[config.mk]
export PLATFORM = sky130hd
export DESIGN_NAME = load_store_unit
export DESIGN_NICKNAME = d
export VERILOG_FILES = /design/src/rtl/lsu_pkg.sv /design/src/rtl/lsu_lane.sv /design/src/rtl/load_store_unit.sv
export SDC_FILE = /design/constraint.sdc
export NUM_CORES = 1
export LEC_CHECK = 0
export CELL_PAD_IN_SITES_DETAIL_PLACEMENT = 0
export CELL_PAD_IN_SITES_GLOBAL_PLACEMENT = 1
export CORE_MARGIN = 2
export CORE_UTILIZATION = 31
export DETAILED_ROUTE_END_ITERATION = 10
export PLACE_DENSITY = 0.8
export SYNTH_ARGS = -nofsm -noshare
export SYNTH_HDL_FRONTEND = slang
export SYNTH_SLANG_ARGS = --single-unit
export TNS_END_PERCENT = 20
[constraint.sdc]
create_clock -name clk -period 2.1 [get_ports clk]
set_input_delay 0.21 -clock clk [delete_from_list [all_inputs] [get_ports clk]]
set_output_delay 0.21 -clock clk [all_outputs]
set_load 0.02 [all_outputs]
[src/rtl/lsu_pkg.sv]
// Shared definitions for the load/store unit: RV32I funct3 encodings for
// memory operations and the sequencing state type.
package lsu_pkg;

  localparam logic [2:0] F3_B  = 3'd0;
  localparam logic [2:0] F3_H  = 3'd1;
  localparam logic [2:0] F3_W  = 3'd2;
  localparam logic [2:0] F3_BU = 3'd4;
  localparam logic [2:0] F3_HU = 3'd5;

  typedef enum logic [1:0] {
    IDLE  = 2'd0,
    MERGE = 2'd1,
    WRITE = 2'd2
  } lsu_state_t;

endpackage

[src/rtl/lsu_lane.sv]
// Byte-lane helper for the load/store unit (purely combinational).
// Ports:
//   word      - 32-bit word read from data_memory
//   offset    - byte offset within the word (addr[1:0])
//   funct3    - RV32I memory funct3
//   wdata     - store data (low byte/halfword used for SB/SH)
//   load_data - extracted and sign/zero-extended load result
//   merged    - word with the addressed lane replaced by store data
module lsu_lane
  import lsu_pkg::*;
(
  input  logic [31:0] word,
  input  logic [1:0]  offset,
  input  logic [2:0]  funct3,
  input  logic [31:0] wdata,
  output logic [31:0] load_data,
  output logic [31:0] merged
);

  logic [7:0]  lane_byte;
  logic [15:0] lane_half;

  always_comb begin
    lane_byte = word[7:0];
    case (offset)
      2'd0: lane_byte = word[7:0];
      2'd1: lane_byte = word[15:8];
      2'd2: lane_byte = word[23:16];
      2'd3: lane_byte = word[31:24];
      default: lane_byte = word[7:0];
    endcase
    lane_half = offset[1] ? word[31:16] : word[15:0];

    load_data = word;
    case (funct3)
      F3_B:    load_data = {{24{lane_byte[7]}}, lane_byte};
      F3_H:    load_data = {{16{lane_half[15]}}, lane_half};
      F3_BU:   load_data = {24'd0, lane_byte};
      F3_HU:   load_data = {16'd0, lane_half};
      default: load_data = word;
    endcase

    merged = wdata;
    case (funct3)
      F3_B: begin
        merged = word;
        case (offset)
          2'd0: merged[7:0]   = wdata[7:0];
          2'd1: merged[15:8]  = wdata[7:0];
          2'd2: merged[23:16] = wdata[7:0];
          2'd3: merged[31:24] = wdata[7:0];
          default: merged = word;
        endcase
      end
      F3_H:    merged = offset[1] ? {wdata[15:0], word[15:0]} : {word[31:16], wdata[15:0]};
      default: merged = wdata;
    endcase
  end

endmodule

[src/rtl/load_store_unit.sv]
// Load/store unit between the core memory stage and a word-only data_memory.
// Loads complete in one cycle; SW writes directly; SB/SH do read-modify-write.
// Ports:
//   clk, reset_n              - clock, synchronous active-low reset
//   req_valid/ready/write     - request handshake and direction
//   req_funct3/addr/wdata     - RV32I funct3, byte address, store data
//   resp_valid/rdata/error    - registered one-cycle completion
//   mem_address/write_data/write_enable, mem_read_data - data_memory side
module load_store_unit
  import lsu_pkg::*;
#(
  parameter int WORDS = 64
) (
  input  logic        clk,
  input  logic        reset_n,
  input  logic        req_valid,
  output logic        req_ready,
  input  logic        req_write,
  input  logic [2:0]  req_funct3,
  input  logic [31:0] req_addr,
  input  logic [31:0] req_wdata,
  output logic        resp_valid,
  output logic [31:0] resp_rdata,
  output logic        resp_error,
  output logic [31:0] mem_address,
  output logic [31:0] mem_write_data,
  output logic        mem_write_enable,
  input  logic [31:0] mem_read_data
);

  localparam logic [32:0] ADDR_LIMIT = 33'(4 * WORDS);

  lsu_state_t  state;
  logic [31:0] addr_q;
  logic [2:0]  funct3_q;
  logic [31:0] wdata_q;
  logic [31:0] merged_q;

  logic        accept;
  logic        bad_f3;
  logic        req_err;
  logic [1:0]  lane_off;
  logic [2:0]  lane_f3;
  logic [31:0] lane_load;
  logic [31:0] lane_merged;

  assign req_ready = (state == IDLE);
  assign accept    = req_valid && req_ready;

  // Alignment terms are only meaningful for legal funct3 values; an
  // illegal funct3 already forces the error, so precedence is moot.
  always_comb begin
    if (req_write) bad_f3 = (req_funct3 > F3_W);
    else           bad_f3 = !(req_funct3 inside {F3_B, F3_H, F3_W, F3_BU, F3_HU});
    req_err = bad_f3
           || ({1'b0, req_addr} >= ADDR_LIMIT)
           || ((req_funct3[1:0] == 2'b01) && req_addr[0])
           || ((req_funct3[1:0] == 2'b10) && (req_addr[1:0] != 2'b00));
  end

  // One lane helper serves both the IDLE load path and the MERGE step.
  assign lane_off = (state == IDLE) ? req_addr[1:0] : addr_q[1:0];
  assign lane_f3  = (state == IDLE) ? req_funct3    : funct3_q;

  lsu_lane u_lane (
    .word      (mem_read_data),
    .offset    (lane_off),
    .funct3    (lane_f3),
    .wdata     (wdata_q),
    .load_data (lane_load),
    .merged    (lane_merged)
  );

  assign mem_address      = (state == IDLE) ? {req_addr[31:2], 2'b00} : {addr_q[31:2], 2'b00};
  assign mem_write_enable = (state == WRITE) && reset_n;
  assign mem_write_data   = (state != WRITE) ? 32'd0
                          : (funct3_q == F3_W) ? wdata_q : merged_q;

  always_ff @(posedge clk) begin
    if (!reset_n) begin
      state      <= IDLE;
      resp_valid <= 1'b0;
      resp_error <= 1'b0;
      resp_rdata <= 32'd0;
      addr_q     <= 32'd0;
      funct3_q   <= 3'd0;
      wdata_q    <= 32'd0;
      merged_q   <= 32'd0;
    end else begin
      case (state)
        IDLE: begin
          resp_valid <= 1'b0;
          if (accept) begin
            if (req_err) begin
              resp_valid <= 1'b1;
              resp_error <= 1'b1;
              resp_rdata <= 32'd0;
            end else if (!req_write) begin
              resp_valid <= 1'b1;
              resp_error <= 1'b0;
              resp_rdata <= lane_load;
            end else begin
              addr_q   <= req_addr;
              funct3_q <= req_funct3;
              wdata_q  <= req_wdata;
              state    <= (req_funct3 == F3_W) ? WRITE : MERGE;
            end
          end
        end
        MERGE: begin
          merged_q <= lane_merged;
          state    <= WRITE;
        end
        WRITE: begin
          state      <= IDLE;
          resp_valid <= 1'b1;
          resp_error <= 1'b0;
          resp_rdata <= 32'd0;
        end
        default: state <= IDLE;
      endcase
    end
  end

endmodule

==> results of run 1 <==
flip-flops by register name (all words and copies together) (netlist names):
register    count
addr_q         32
funct3_q        3
merged_q       32
resp_error      1
resp_rdata     32
resp_valid      1
state           2
wdata_q        32
worst max-delay path, cell delays in order:
cell	delay [ps]
clkdlybuf4s50_1	450
nor4_2	210
nand4_1	190
or4b_4	520
o41a_1	320
buf_4	180
clkbuf_16	180
o22ai_1	140
placed cells by master (no fill, tap or decap), types with 19 or more instances in the layout:
cell type	count
and3_1	30
nand2_1	193
mux2i_1	27
o21ai_0	70
clkbuf_16	22
nor2_1	41
nand3_1	55
a31oi_1	19
dfxtp_1	134
buf_4	96
a21oi_1	75
dlymetal6s2s_1	19
inv_1	38
clkbuf_2	19
clkdlybuf4s50_1	117
kinds of logic after synthesis:
logic type | synth area share, %
AO/OA/AOI/OAI | 25.1
buffers and inverters | 6.75
flip-flops | 39.1
multiplexers | 6.01
other | 0.0542
AND/OR/NAND/NOR | 23.0
repair_timing:
action / in CTS / in global routing
setup buffers: 0 / 7
endpoints found under the setup margin: 98 / 179
pin swaps: 1 / 11
resized for setup: 144 / 131
gates cloned: 1 / 8
layout make-up:
class	count	area (µm²)	area share [%]
Antenna cell	1	2.50	0.0225
Multi-Input combinational cell	674	4120	37.0
Tap cell	280	350	3.15
Clock buffer	17	425	3.82
Clock inverter	15	206	1.85
Timing Repair Buffer	327	3170	28.5
Inverter	39	151	1.36
Sequential cell	135	2700	24.3
through the flow:
step	setup TNS, ps	setup WS, ps
after global placement	-51900	-526
after detailed placement	-49120	-545
final	0	28.3
after CTS	-26.6	-11.8
after global routing	-511	-37.6
after floorplan	0	13.6
worst max path at each step:
| stage | start | endpoint | slack (ps) |
|---|---|---|---|
| 6_report | req_addr[30] | resp_rdata[7] | 30 |
| 5_1_grt | state[1] | merged_q[31] | -40 |
| 4_1_cts | funct3_q[2] | mem_write_data[21] | -10 |
| 3_5_place_dp | req_addr[20] | resp_rdata[9] | -550 |
| 3_3_place_gp | req_addr[20] | resp_rdata[20] | -530 |
| 2_1_floorplan | state[1] | resp_rdata[13] | 10 |
report_power, final:
part           internal [mW]  switching (mW)  leakage, nW  total [mW]
Clock                   1.93            1.31        0.314        3.24
Sequential              2.56         0.00138         1.09        2.56
Combinational          0.429           0.454         3.04       0.882
Total                   4.92            1.76         4.44        6.68
layer usage:
metal	share of wire (%)	vias up	GRT usage, %
li1	-	3836	-
met1	45	3783	31.7
met2	45	325	33.8
met3	6.4	52	4.22
met4	2.8	0	7.91
met5	0	-	0
==> reports/results.ini, run 1 <==
[detailed_routing]
wl_mm = 28.2
drt-pass1-iter-count = 7
drc_errors = 0
drt_iter0_drc = 629
wl_per_cell_um = 18.9
vias = 7996
ant_nets = 0
viasPerCell = 5.37

[sta]
fmax_mhz = 483
max_slew.worst_pin.slew_ps = 498
setup_viol = 0
whs_ps = 320
relSlewSlack_pct = 66.7
period_needed_ps = 2070
final-hold-violation-count = 0
rsz0062_at_grt = yes
clock-skew-final_ps = 7.81
period_share_pct = 98.7
slew_viol_final = 0

[hold_path]
hold_class = input port to register
whs_endpoint = funct3_q[0]
min_from = req_funct3[0]
hold_depth = 4

[pwr]
p_per_area_nw_per_um2 = 600
p_leak_nw = 4.44
ir_drop_uv = 452
total_power_mw = 6.68

[final_layout]
layoutNonFillerInstCount = 1488
fillers = 2097
design_area_um2 = 11100
area_growth_pct = 61.1
drive_gt1_share_pct = 23.5
fin_util_pct = 51.0
nets = 1297

[worst_setup_path]
r2r-end = merged_q[31]
worstSetupPathType = input port to register
end_kind = register
r2r_slack_ps = 30
r2r_start = state[1]
cp.arrival_ps = 2420
path_max_fanout = 8
startpoint_type = input port
crit_required_ps = 2450
r2r_cells = 8

[synthesis]
ys.flop_type = dfxtp_1
yosysTopAreaCell = dfxtp_1
ys_warn_count = 0
synth_edf_count = 0
syn_inst = 925
yosys-top-cells-area = dfxtp_1 (39%), nand2_1 (11%), a21oi_1 (6.4%)
synth_top_area_share_pct = 39.1
ys_types = 48
post-synth-top-count-cell = nand2_1
synth.cell_area_um2 = 6910
ys_ff_latch = 135
synth_commonest_cells = nand2_1 (196), dfxtp_1 (135), a21oi_1 (88), o21ai_0 (73), clkbuf_1 (57)
seq_area_frac_synth_pct = 39.1
synth.avg_cell_area_um2 = 7.47
async_flop_share_pct = 0

[clocking]
clock_sinks = 135
root_buffer = clkbuf_16
clock_latency_ps = 420
clk_pin_slew_ps = 60
numCtsBuffers = 17
cts_max_level = 4
cts_tree = built
cts_hold_buf = 0
clock_path_buffers = 2

[placement]
placed_area_um2 = 9980
routabilityCongestion = 0.905
hpwl_mm = 19.3
dp_cells = 1439
io_buffers = 200

[status]
outcome = finished clean

[global_routing]
first_global_vias = 7560
antenna_found_initial = 1
grtUsageTotal_pct = 22.3
grt_max_degree = 58
grt_pass1_wl_mm = 42.1
grt_overflow = 0

[die]
die_x_um = 153
initial_core_util_pct = 31.7
core_area_um2 = 21800
core.rowCount = 54
dieArea_um2 = 23500
die_h_um = 153
io_pins = 203

[job]
drv_cap = 0

Power figures use the tool's default switching activity.
==> run 2: changes to the inputs <==
Settings changed: CELL_PAD_IN_SITES_DETAIL_PLACEMENT 0 to default, CELL_PAD_IN_SITES_GLOBAL_PLACEMENT 1 to default, CORE_UTILIZATION 31 to 43, PLACE_DENSITY 0.8 to 0.79.
==> reports/results.ini, run 2 (synthesis results as in run 1) <==
[detailed_routing]
wl_per_cell_um = 18.9  ; about the same
vias = 8181  ; was 7,996
drt-pass1-iter-count = 8  ; was 7
wl_mm = 26.4  ; was 28.2 mm
ant_nets = 0  ; unchanged
drt_iter0_drc = 888  ; was 629
drc_errors = 0  ; unchanged
viasPerCell = 5.84  ; was 5.37

[hold_path]
hold_class = input port to register  ; unchanged

[sta]
clock-skew-final_ps = 10.1  ; was 7.81 ps
period_share_pct = 101  ; was 98.7%
rsz0062_at_grt = yes  ; unchanged
slew_viol_final = 0  ; unchanged
final-hold-violation-count = 0  ; unchanged
period_needed_ps = 2110  ; was 2070 ps
setup_viol = 3  ; was 0
worst_slack_ps = -12.7  ; was 28.3 ps
relSlewSlack_pct = 61.5  ; was 66.7%
max_slew.worst_pin.slew_ps = 575  ; was 498 ps
whs_ps = 192  ; was 320 ps
fmax_mhz = 473  ; was 483 MHz

[global_routing]
grt_max_degree = 52  ; was 58
antenna_found_initial = 0  ; was 1
grt_overflow = 0  ; unchanged
grtUsageTotal_pct = 28.7  ; was 22.3%
first_global_vias = 7242  ; was 7,560
grt_pass1_wl_mm = 38.4  ; was 42.1 mm

[clocking]
numCtsBuffers = 17  ; unchanged
clk_pin_slew_ps = 60  ; about the same
root_buffer = clkbuf_16  ; unchanged
clock_sinks = 135  ; unchanged
cts_tree = built  ; unchanged
cts_max_level = 4  ; unchanged
clock_latency_ps = 430  ; was 420 ps
clock_path_buffers = 2  ; unchanged
cts_hold_buf = 0  ; unchanged

[pwr]
p_per_area_nw_per_um2 = 617  ; was 600 nW/µm²
intPower_mw = 4.98  ; was 4.92 mW
ir_drop_uv = 689  ; was 452 µV
power_switching_mw = 1.71  ; was 1.76 mW
comb_power_share_pct = 12.8  ; was 13.2%
seq_power_share_pct = 38.3  ; about the same
pwr-share-clk_pct = 48.9  ; was 48.5%
p_leak_nw = 4.32  ; was 4.44 nW
netSwitchingFraction_pct = 25.6  ; was 26.4%

[final_layout]
layout_common_cells = nand2_1 (196), dfxtp_1 (132), clkdlybuf4s50_1 (103), a21oi_1 (80), buf_4 (80)  ; was nand2_1 (193), dfxtp_1 (134), clkdlybuf4s50_1 (117), buf_4 (96), a21oi_1 (75)
diodes = 0  ; was 1
drive_gt1_share_pct = 22.0  ; was 23.5%
design_area_um2 = 10800  ; was 11,100 µm²
mostFrequentLayoutCell = nand2_1  ; unchanged
nets = 1274  ; was 1,297
area_growth_pct = 56.9  ; was 61.1%

[die]
die_h_um = 131  ; was 153 µm
io_pins = 203  ; unchanged
initial_core_util_pct = 43.8  ; was 31.7%
die_x_um = 131  ; was 153 µm
core.rowCount = 46  ; was 54
dieArea_um2 = 17100  ; was 23,500 µm²
core_area_um2 = 15800  ; was 21,800 µm²

[placement]
hpwl_mm = 17.7  ; was 19.3 mm
placed_area_um2 = 9730  ; was 9980 µm²
io_buffers = 200  ; unchanged
routabilityCongestion = 0.971  ; was 0.905

[status]
outcome = finished with violations  ; was finished clean
violations = setup timing

[worst_setup_path]
crit_required_ps = 2440  ; was 2450 ps
path_max_fanout = 8  ; unchanged
worstSetupPathType = input port to register  ; unchanged
end_kind = register  ; unchanged
cp.arrival_ps = 2450  ; was 2420 ps
startpoint_type = input port  ; unchanged

[job]
drv_cap = 0  ; unchanged

==> run 2: critical path, cell delays in order <==
cell,delay (ps)
clkbuf_2,110
nor4_2,260
buf_4,150
nand4_1,150
or4b_4,580
o41a_1,600
clkbuf_16,260
o32ai_4,120
==> run 2: metal layers <==
layer	wire length (µm)	GRT usage, %
met5	0	0
met4	824	10.1
met1	11000	39.6
met2	12100	45.2
met3	2430	5.58
==> run 2: repair_timing <==
| item | in CTS | in global routing |
|---|---|---|
| gates cloned | 1 | 4 |
| pin swaps | 3 | 35 |
| resized for setup | 104 | 167 |
| endpoints found under the setup margin | 172 | 179 |
| buffers inserted | 2 | 7 |
==> run 2: final cells by class <==
cell class | instances | area (µm²)
repair buffers | 304 | 2870
fillers | 1290 | 4930
multi-input cells | 674 | 4210
well taps | 216 | 270
inverters | 39 | 151
flip-flops and latches | 135 | 2710
clock inverters | 15 | 214
clock buffers | 17 | 425
==> run 2: worst paths after layout <==
kind | from | to | slack (ps) | cells after the start
max | req_addr[30] | resp_rdata[25] | -10 | 8
min | req_addr[1] | addr_q[1] | 190 | 3
max reg2reg | state[0] | resp_rdata[2] | 0 | 8
min reg2reg | resp_rdata[9] | resp_rdata[9] | 450 | 2
==> run 2: per-stage QoR <==
step	instances	util [%]	setup slack, ps	TNS [ps]	total power, mW
global route	1400	68.8	-81.1	-940	6.85
detailed placement	1355	61.7	-662	-64500	3.41
global placement	1355	61.7	-598	-61040	3.40
CTS	1390	66.1	-43.6	-103	6.62
floorplan	926	-	13.6	0	2.93
finish	1400	68.8	-12.7	-17.4	6.69
==> run 2: power groups by stage <==
stage                     registers [mW]  logic (mW)  clock network [mW]
final                               2.56       0.859                3.27
after global routing                2.56       0.902                3.39
after CTS                           2.56       0.775                3.28
after detailed placement            2.62       0.786                   0
after global placement              2.62       0.780                   0
after floorplan                     2.62       0.311                   0
==> run 3: changes to the inputs <==
Settings changed: PLACE_DENSITY 0.79 to 0.82.
==> reports/results.ini, run 3 (synthesis results as in run 1) <==
[status]
outcome = finished clean  ; was finished with violations

[detailed_routing]
wl_met1_mm = 10.2  ; was 11.0 mm
wl_mm = 25.6  ; was 26.4 mm
drc_errors = 0  ; unchanged
drt-pass1-iter-count = 7  ; was 8
vias = 8157  ; was 8,181
ant_nets = 0  ; unchanged
viasPerCell = 5.86  ; was 5.84
wl_met2_mm = 11.8  ; was 12.1 mm
dr_wl_met3_mm = 2.59  ; was 2.43 mm
top_layer = met4  ; unchanged
drt_iter0_drc = 984  ; was 888
wl_per_cell_um = 18.4  ; was 18.9 µm

[placement]
dp_cells = 1349  ; was 1,355
io_buffers = 200  ; unchanged
routabilityCongestion = 0.963  ; was 0.971
hpwl_mm = 17.7  ; about the same
placed_area_um2 = 9680  ; was 9730 µm²

[clocking]
cts_max_level = 4  ; unchanged
cts_hold_buf = 0  ; unchanged
clock_sinks = 135  ; unchanged
clock_latency_ps = 430  ; about the same
numCtsBuffers = 17  ; unchanged
cts_tree = built  ; unchanged
root_buffer = clkbuf_16  ; unchanged
clock_path_buffers = 2  ; unchanged
clk_pin_slew_ps = 60  ; about the same

[sta]
whs_ps = 248  ; was 192 ps
rsz0062_at_grt = yes  ; unchanged
final-hold-violation-count = 0  ; unchanged
setup_viol = 0  ; was 3
max_slew.worst_pin.slew_ps = 543  ; was 575 ps
clock-skew-final_ps = 14.1  ; was 10.1 ps
slew_viol_final = 0  ; unchanged
period_share_pct = 99.4  ; was 101%
period_needed_ps = 2090  ; was 2110 ps
fmax_mhz = 479  ; was 473 MHz
relSlewSlack_pct = 63.8  ; was 61.5%

[worst_setup_path]
r2r_cells = 7  ; was 8
startpoint_type = input port  ; unchanged
end_kind = register  ; unchanged
path_max_fanout = 8  ; unchanged
path_cells = dlymetal6s2s_1 -> nor4_2 -> nand4_1 -> or4b_4 -> o41a_1 -> clkbuf_16 -> o32ai_1  ; was clkbuf_2 -> nor4_2 -> buf_4 -> nand4_1 -> or4b_4 -> o41a_1 -> clkbuf_16 -> o32ai_4
cp.arrival_ps = 2420  ; was 2450 ps
worstSetupPathType = input port to register  ; unchanged
r2r_slack_ps = 60  ; was 0 ps
crit_required_ps = 2430  ; was 2440 ps
r2r_start = state[1]  ; was state[0]
crit_slowest_cell = o41a_1  ; unchanged
critPathMaxStageDelay_ps = 610  ; was 600 ps
r2r-end = resp_rdata[5]  ; was resp_rdata[2]

[global_routing]
grt_overflow = 0  ; unchanged
first_global_vias = 7229  ; was 7,242
grtUsageTotal_pct = 28.2  ; was 28.7%
antenna_found_initial = 0  ; unchanged
grt_max_degree = 58  ; was 52
grt_pass1_wl_mm = 37.5  ; was 38.4 mm

[hold_path]
min_from = req_write  ; was req_addr[1]
hold_depth = 4  ; was 3
hold_class = input port to register  ; unchanged
whs_endpoint = state[0]  ; was addr_q[1]

[job]
drv_cap = 0  ; unchanged

[final_layout]
fillers = 1273  ; was 1,290
design_area_um2 = 10500  ; was 10,800 µm²
mostFrequentLayoutCell = nand2_1  ; unchanged
drive_gt1_share_pct = 19.5  ; was 22.0%
layoutNonFillerInstCount = 1391  ; was 1,400
nets = 1265  ; was 1,274
layout_common_cells = nand2_1 (196), dfxtp_1 (133), clkdlybuf4s50_1 (107), a21oi_1 (83), buf_4 (76)  ; was nand2_1 (196), dfxtp_1 (132), clkdlybuf4s50_1 (103), a21oi_1 (80), buf_4 (80)
area_growth_pct = 52.5  ; was 56.9%
fin_util_pct = 66.8  ; was 68.8%
diodes = 0  ; unchanged

[die]
io_pins = 203  ; unchanged
dieArea_um2 = 17100  ; unchanged
die_h_um = 131  ; unchanged
initial_core_util_pct = 43.8  ; unchanged
core.rowCount = 46  ; unchanged
core_area_um2 = 15800  ; unchanged
die_x_um = 131  ; unchanged

[pwr]
p_per_area_nw_per_um2 = 590  ; was 617 nW/µm²
p_leak_nw = 4.17  ; was 4.32 nW
total_power_mw = 6.22  ; was 6.69 mW
ir_drop_uv = 639  ; was 689 µV

## run 3: where the power goes
part	internal, mW	leakage (nW)	switching [mW]
clock network	1.56	0.269	1.27
logic	0.401	2.82	0.429
registers	2.56	1.09	0.00100
## run 3: per-stage QoR
step	setup TNS, ps	worst slack [ps]
3_5_place_dp	-46300	-489
2_1_floorplan	0	13.6
6_report	0	13.2
3_3_place_gp	-50540	-512
5_1_grt	-774	-66.1
4_1_cts	-24.7	-24.7
## run 3: worst max-delay path by stage
stage	start	to	slack [ps]	depth (start not counted)
6_report	req_addr[21]	resp_rdata[25]	10	7
5_1_grt	funct3_q[2]	mem_write_data[4]	-70	6
4_1_cts	state[1]	mem_address[30]	-20	6
3_5_place_dp	req_addr[21]	resp_rdata[0]	-490	7
3_3_place_gp	req_addr[20]	resp_rdata[7]	-510	7
2_1_floorplan	state[1]	resp_rdata[13]	10	6
## run 3: repair_timing
action / in CTS / in global routing
endpoints found under the setup margin: 97 / 113
cloned: 0 / 3
resized for setup: 126 / 116
buffers inserted: 0 / 7
pin swaps: 1 / 17
## run 3: area by class of cell
type	count	area, µm²	share of cell area (%)
clock buffers	17	425	4.04
flip-flops and latches	135	2710	25.7
clock inverters	15	134	1.27
well taps	216	270	2.56
repair buffers	295	2880	27.3
inverters	39	149	1.41
multi-input cells	674	3980	37.8
## run 3: per-layer routing
metal | global-route usage, % | up-vias
li1 | - | 3767
met1 | 38.0 | 3785
met2 | 43.4 | 521
met3 | 6.88 | 84
met4 | 11.8 | 0
met5 | 0 | -
## run 3: critical path: cells and delay by family
family	cells	cell delay [ps]
compound gates	2	730
buf+inv	2	400
simple gates	3	1090
